--- src/rtl/detect_pkg.sv ---
// Shared types and constants for the serial pattern detector.
package detect_pkg;

  typedef enum logic [1:0] {
    IDLE  = 2'd0,
    SHIFT = 2'd1,
    DONE  = 2'd2
  } state_t;

  localparam logic [2:0] DEFAULT_PATTERN = 3'b011;

endpackage

--- src/rtl/detect_pattern_core.sv ---
// Overlapping 3-bit pattern matcher: bit history, saturating fill count, hit and registered Z.
module detect_pattern_core
  import detect_pkg::*;
#(
  parameter logic [2:0] PATTERN = DEFAULT_PATTERN
) (
  input  logic i_clk,
  input  logic i_rst_n,
  input  logic i_bit_valid,
  input  logic i_bit,
  input  logic i_clear,
  output logic o_hit,
  output logic o_z
);

  // The 3-bit window is the two stored bits plus the live bit.
  logic [1:0] r_hist;
  logic [1:0] r_fill;
  logic       r_z;

  assign o_hit = i_bit_valid & r_fill[1] & ({r_hist, i_bit} == PATTERN);
  assign o_z   = r_z;

  always_ff @(posedge i_clk or negedge i_rst_n) begin
    if (!i_rst_n) begin
      r_hist <= 2'b00;
      r_fill <= 2'd0;
      r_z    <= 1'b0;
    end else begin
      r_z <= o_hit;
      if (i_clear) begin
        r_hist <= 2'b00;
        r_fill <= 2'd0;
      end else if (i_bit_valid) begin
        r_hist <= {r_hist[0], i_bit};
        if (r_fill != 2'd3) begin
          r_fill <= r_fill + 2'd1;
        end
      end
    end
  end

endmodule

--- src/rtl/detect_stream_sequencer.sv ---
// Word-to-serial sequencer feeding detect_pattern_core and counting matches per word.
// Build option DETECT_MATCH_SAT_EN: MatchCount saturates instead of wrapping.
module detect_stream_sequencer
  import detect_pkg::*;
#(
  parameter int         WIDTH   = 8,
  parameter logic [2:0] PATTERN = DEFAULT_PATTERN,
  parameter int         CNT_W   = 4
) (
  input  logic             CLOCK,
  input  logic             RESET,
  input  logic [WIDTH-1:0] DataIn,
  input  logic             DataValid,
  output logic             DataReady,
  input  logic             Clear,
  output logic             X,
  output logic             Z,
  output logic [CNT_W-1:0] MatchCount,
  output logic             Done
);

  localparam int BC_W = (WIDTH > 1) ? $clog2(WIDTH) : 1;

  state_t           r_state;
  logic [WIDTH-1:0] r_shift;
  logic [BC_W-1:0]  r_bitcnt;
  logic [CNT_W-1:0] r_count;
  logic             r_done;

  logic             w_accept;
  logic             w_bit_valid;
  logic             w_clear;
  logic             w_hit;
  logic [CNT_W-1:0] w_count_inc;

  assign DataReady   = (r_state == IDLE);
  assign w_accept    = DataValid & DataReady;
  assign w_bit_valid = (r_state == SHIFT);
  assign w_clear     = Clear & (r_state == IDLE);
  assign X           = w_bit_valid & r_shift[WIDTH-1];
  assign MatchCount  = r_count;
  assign Done        = r_done;

`ifdef DETECT_MATCH_SAT_EN
  assign w_count_inc = (&r_count) ? r_count : r_count + CNT_W'(1);
`else
  assign w_count_inc = r_count + CNT_W'(1);
`endif

  always_ff @(posedge CLOCK or negedge RESET) begin
    if (!RESET) begin
      r_state  <= IDLE;
      r_shift  <= '0;
      r_bitcnt <= '0;
      r_count  <= '0;
      r_done   <= 1'b0;
    end else begin
      r_done <= 1'b0;
      case (r_state)
        IDLE: begin
          if (w_accept) begin
            r_shift  <= DataIn;
            r_bitcnt <= BC_W'(WIDTH - 1);
            r_count  <= '0;
            r_state  <= SHIFT;
          end
        end
        SHIFT: begin
          r_shift  <= r_shift << 1;
          r_bitcnt <= r_bitcnt - BC_W'(1);
          if (w_hit) begin
            r_count <= w_count_inc;
          end
          // Last bit is on X this cycle; Done follows in the next one.
          if (r_bitcnt == '0) begin
            r_state <= DONE;
            r_done  <= 1'b1;
          end
        end
        DONE: begin
          r_state <= IDLE;
        end
        default: begin
          r_state <= IDLE;
        end
      endcase
    end
  end

  detect_pattern_core #(
    .PATTERN(PATTERN)
  ) u_core (
    .i_clk      (CLOCK),
    .i_rst_n    (RESET),
    .i_bit_valid(w_bit_valid),
    .i_bit      (X),
    .i_clear    (w_clear),
    .o_hit      (w_hit),
    .o_z        (Z)
  );

endmodule

--- config.mk ---
export PLATFORM = sky130hd
export DESIGN_NAME = detect_stream_sequencer
export DESIGN_NICKNAME = d
export VERILOG_FILES = /design/src/rtl/detect_pkg.sv /design/src/rtl/detect_pattern_core.sv /design/src/rtl/detect_stream_sequencer.sv
export SDC_FILE = /design/constraint.sdc
export NUM_CORES = 1
export LEC_CHECK = 0
export CAP_MARGIN = 30
export CORE_MARGIN = 2
export CORE_UTILIZATION = 50
export DETAILED_ROUTE_END_ITERATION = 8
export HOLD_SLACK_MARGIN = 0.08
export PLACE_DENSITY = 0.77
export SETUP_SLACK_MARGIN = 0.05
export SYNTH_ARGS = -nofsm -noshare
export SYNTH_HDL_FRONTEND = slang
export SYNTH_SLANG_ARGS = --single-unit
--- constraint.sdc ---
create_clock -name CLOCK -period 1.3 [get_ports CLOCK]
set_input_delay 0.26 -clock CLOCK [delete_from_list [all_inputs] [get_ports CLOCK]]
set_output_delay 0.26 -clock CLOCK [all_outputs]
set_load 0.02 [all_outputs]
==> metrics.md <==
| Metric | Value |
|---|---|
| Flip-flop and latch count after synthesis | `23` |
| First-pass GRT wire length | `3550 microns` |
| Worst rel slew slack | `0.802` |
| Portion of the clock cycle consumed by the worst path in the final layout | `1.07` |
| Routability-driven placement congestion ratio | `0.846` |
| Total power density per cell area | `2010 nW/um^2` |
| Overall power | `0.00292 W` |
| Critical Setup Path Class | `reg -> out` |
| Static power due to leakage | `0.685 nW` |
| Total of buffers placed on input and output ports | `19` |
| Detailed placement HPWL | `1470 microns` |
| Detail-routed via count per cell | `5.41` |
| Die height | `51.2 microns` |
| Initial Utilization | `0.518` |
| Average wire per standard cell | `around 13 microns` |
| Insertion delay to the later sink of the worst-skew pair | `approximately 0.32 ns` |
| Area grow syn2layout | `30.4%` |
| Cells after Synth | `between 90 and 100` |
| Post-detailed-route DRC marker count | `0` |
| Post-Syn Area | `1110 sq um` |
| Count of flip-flops with a built-in enable after synthesis | `0` |
| Critical path required time | `between 1 and 1.5 ns` |
| Largest cells by area after synthesis | `dfrtp_1 52%, a22oi_1 6.1%, ha_1 4.5%` |
| Clock tree from TritonCTS | `built` |
| Grt ovf | `0` |
| Portion of synthesized cell area occupied by the leading cell type | `0.517` |
| Largest incremental delay on the critical path | `0.44 ns` |
| Number of ports placed on the die boundary | `20` |
| Clock sink count | `23` |
| Endpoint type of the worst setup path | `output pin` |
| Cell Rows | `17` |
| Pre-CTS setup slack | `-0.248 ns` |
| Quantity of hold-fixing buffers added after cts | `0` |
| Status | `finished, violations left` |
| Number of maximum-capacitance violations | `0` |
| Part of the Yosys area used for sequential elements | `0.517` |
| Full die area | `2620 sq um` |
| Pin count of the biggest net entering global routing | `24` |
| Post-synthesis average cell area | `approximately 11 sq um` |
| Max Root-Sink Buffers | `2` |
| Yosys warning total | `0` |
| Detailed-routing iteration count for the pre-antenna-repair pass | `4` |
| Class of the worst hold path | `in -> async` |
| Most instantiated flip-flop cell in the synthesis netlist | `dfrtp_1` |
| Final hold violation count | `0` |
| Count of unique library cells instantiated by Yosys | `30` |
| Vias after detailed routing | `854` |
| Std-Cell Core Area | `between 2000 and 2500 sq um` |
| Count of antenna diodes in the layout | `0` |
| Clk root buf | `clkbuf_4` |
| Clock Pin Slew Worst Setup and Hold Paths | `between 0.1 and 0.15 ns` |
| Critical Path Slowest Stage Cell | `dfrtp_1` |
| Critical path cell sequence | `buf_6 -> nand3b_4 -> inv_2 -> buf_6` |
| Initial antenna violation count | `0` |
| H-tree depth | `1` |
| Total GRT Usage | `0.183` |
| Largest fanout on the critical path | `4` |
| Horiz. Die Dim | `51.2 microns` |
| Vias in the first global route | `about 820` |
| Violations in the final reports | `negative setup slack` |
| Share of layout cells above drive strength 1 | `0.269` |
| Maximum vdd drop | `1.12 mV` |
| Final wirelength | `slightly above 2000 microns` |
| Commonest non-fill, non-tap cells in the layout | `23 x dfrtp_1, 12 x buf_4, 11 x clkdlybuf4s50_1` |
| Layout net count | `147` |
| Setup repair after global routing missed its margin | `true` |
| Library cell occupying the most area in the post-synthesis netlist | `dfrtp_1` |
| Drt first-iter violations | `5` |
| Timing-limited maximum frequency | `722 MHz` |
| Post-route setup slack | `-0.0854 ns` |
| Total CTS buffers | `3` |
| Fin Clk Skew | `0.00825 ns` |
| Fin. max-slew vios | `0` |
| Arrival time of the worst setup path | `1.13 ns` |
| Most common library cell in the layout ignoring fill and taps | `dfrtp_1` |
| Worst path most repeated cell | `buf_6` |
| Element type at the critical path start | `register` |
| Clock period minus worst slack | `between 1 and 1.5 ns` |
| Asr flop ratio synth | `1.00` |
| Count of final setup violators | `2` |
| Final antenna-violating net count | `0` |
| Worst-Margin Slew | `0.296 ns` |
| Nets in the synthesized netlist | `115` |
-- where the power goes --
part           total [W]  switching, W  leakage, nW  internal, W
logic            0.00143      0.000713        0.370     0.000721
clock network   0.000350      0.000235       0.0177     0.000115
registers        0.00113      0.000170        0.297     0.000963
total            0.00292       0.00112        0.685      0.00180
-- stage by stage --
step / area, sq um / std cells / utilization / hold WS (ns) / setup TNS, ns
3_3_place_gp: 1370 / 150 / 0.637 / 0.470 / -2.05
6_report: 1450 / 158 / 0.675 / 0.268 / -0.123
3_5_place_dp: 1370 / 150 / 0.637 / 0.481 / -2.48
2_1_floorplan: 1110 / 99 / - / -0.0356 / 0
5_1_grt: 1450 / 158 / 0.675 / 0.288 / -0.232
4_1_cts: 1440 / 159 / 0.670 / 0.283 / -0.119
-- cell usage after synthesis, types with 2 or more instances --
cell / count
nand2_1: 10
buf_6: 2
dfrtp_1: 23
o21ai_0: 10
mux2i_1: 3
nor2_1: 2
o221ai_1: 2
a22oi_1: 9
nand2b_1: 3
a22o_1: 4
inv_1: 6
nand3b_1: 2
buf_2: 2
ha_1: 4
and3_1: 2
-- worst paths after layout --
check / from / end / slack [ns] / depth (start not counted)
setup reg to reg: u_core.r_fill[1]$_DFFE_PN0P_ / u_core.r_fill[0]$_DFFE_PN0P_ / 0.07 / 4
min in group CLOCK: r_shift[4]$_DFFE_PN0P_ / r_shift[4]$_DFFE_PN0P_ / 0.51 / 2
setup / recovery: r_state[0]$_DFFE_PN0P_ / X / -0.09 / 4
hold / removal: RESET / u_core.r_fill[0]$_DFFE_PN0P_ / 0.27 / 2
hold reg to reg: r_shift[4]$_DFFE_PN0P_ / r_shift[4]$_DFFE_PN0P_ / 0.51 / 2
max in group asynchronous: RESET / MatchCount[3]$_DFFE_PN0P_ / 0.79 / 2
-- kinds of logic after synthesis --
| group | share of synthesized area |
|---|---|
| compound gates | 0.206 |
| xor+xnor | 0.00788 |
| fa+ha+maj | 0.0450 |
| buf+inv | 0.0596 |
| flops | 0.517 |
| mux | 0.0371 |
| simple gates | 0.127 |
-- sequential cells by signal, summed over array words and instances, names as in the netlist --
register and flops:
r_state 2, u_core.o_z 1, Done 1, r_shift 8
MatchCount 4, r_bitcnt 3, u_core.r_hist 2, u_core.r_fill 2
-- worst max-delay path: cells and delay by family (launching register included) --
kind                   cells  cell delay, ns
flip-flops                 1            0.44
buffers and inverters      3            0.30
AND/OR/NAND/NOR            1            0.07
-- repair_timing --
| item | CTS | global route |
|---|---|---|
| cloned | 1 | 0 |
| endpoints found under the setup margin | 18 | 19 |
| pin swaps | 1 | 2 |
| setup buffers | 5 | 0 |
| resized for setup | 34 | 10 |
-- per-layer routing --
layer | share of wire | GRT usage | vias up | routed length (microns)
met4 | 0.015 | 0.0811 | 0 | 31
met3 | 0.038 | 0.0263 | 2 | 78
met2 | 0.47 | 0.297 | 18 | 979
met1 | 0.47 | 0.243 | 412 | 984
met5 | 0 | 0 | - | 0
li1 | - | - | 422 | -
-- cell type report --
class / count / area, sq um
Fill cell: 159 / 698
Sequential cell: 23 / 576
Multi-Input combinational cell: 65 / 513
Timing Repair Buffer: 32 / 277
Tap cell: 28 / 35.0
Clock buffer: 3 / 22.5
Inverter: 6 / 22.5
Clock inverter: 1 / 5.00
(Power assumes the default switching activity.)
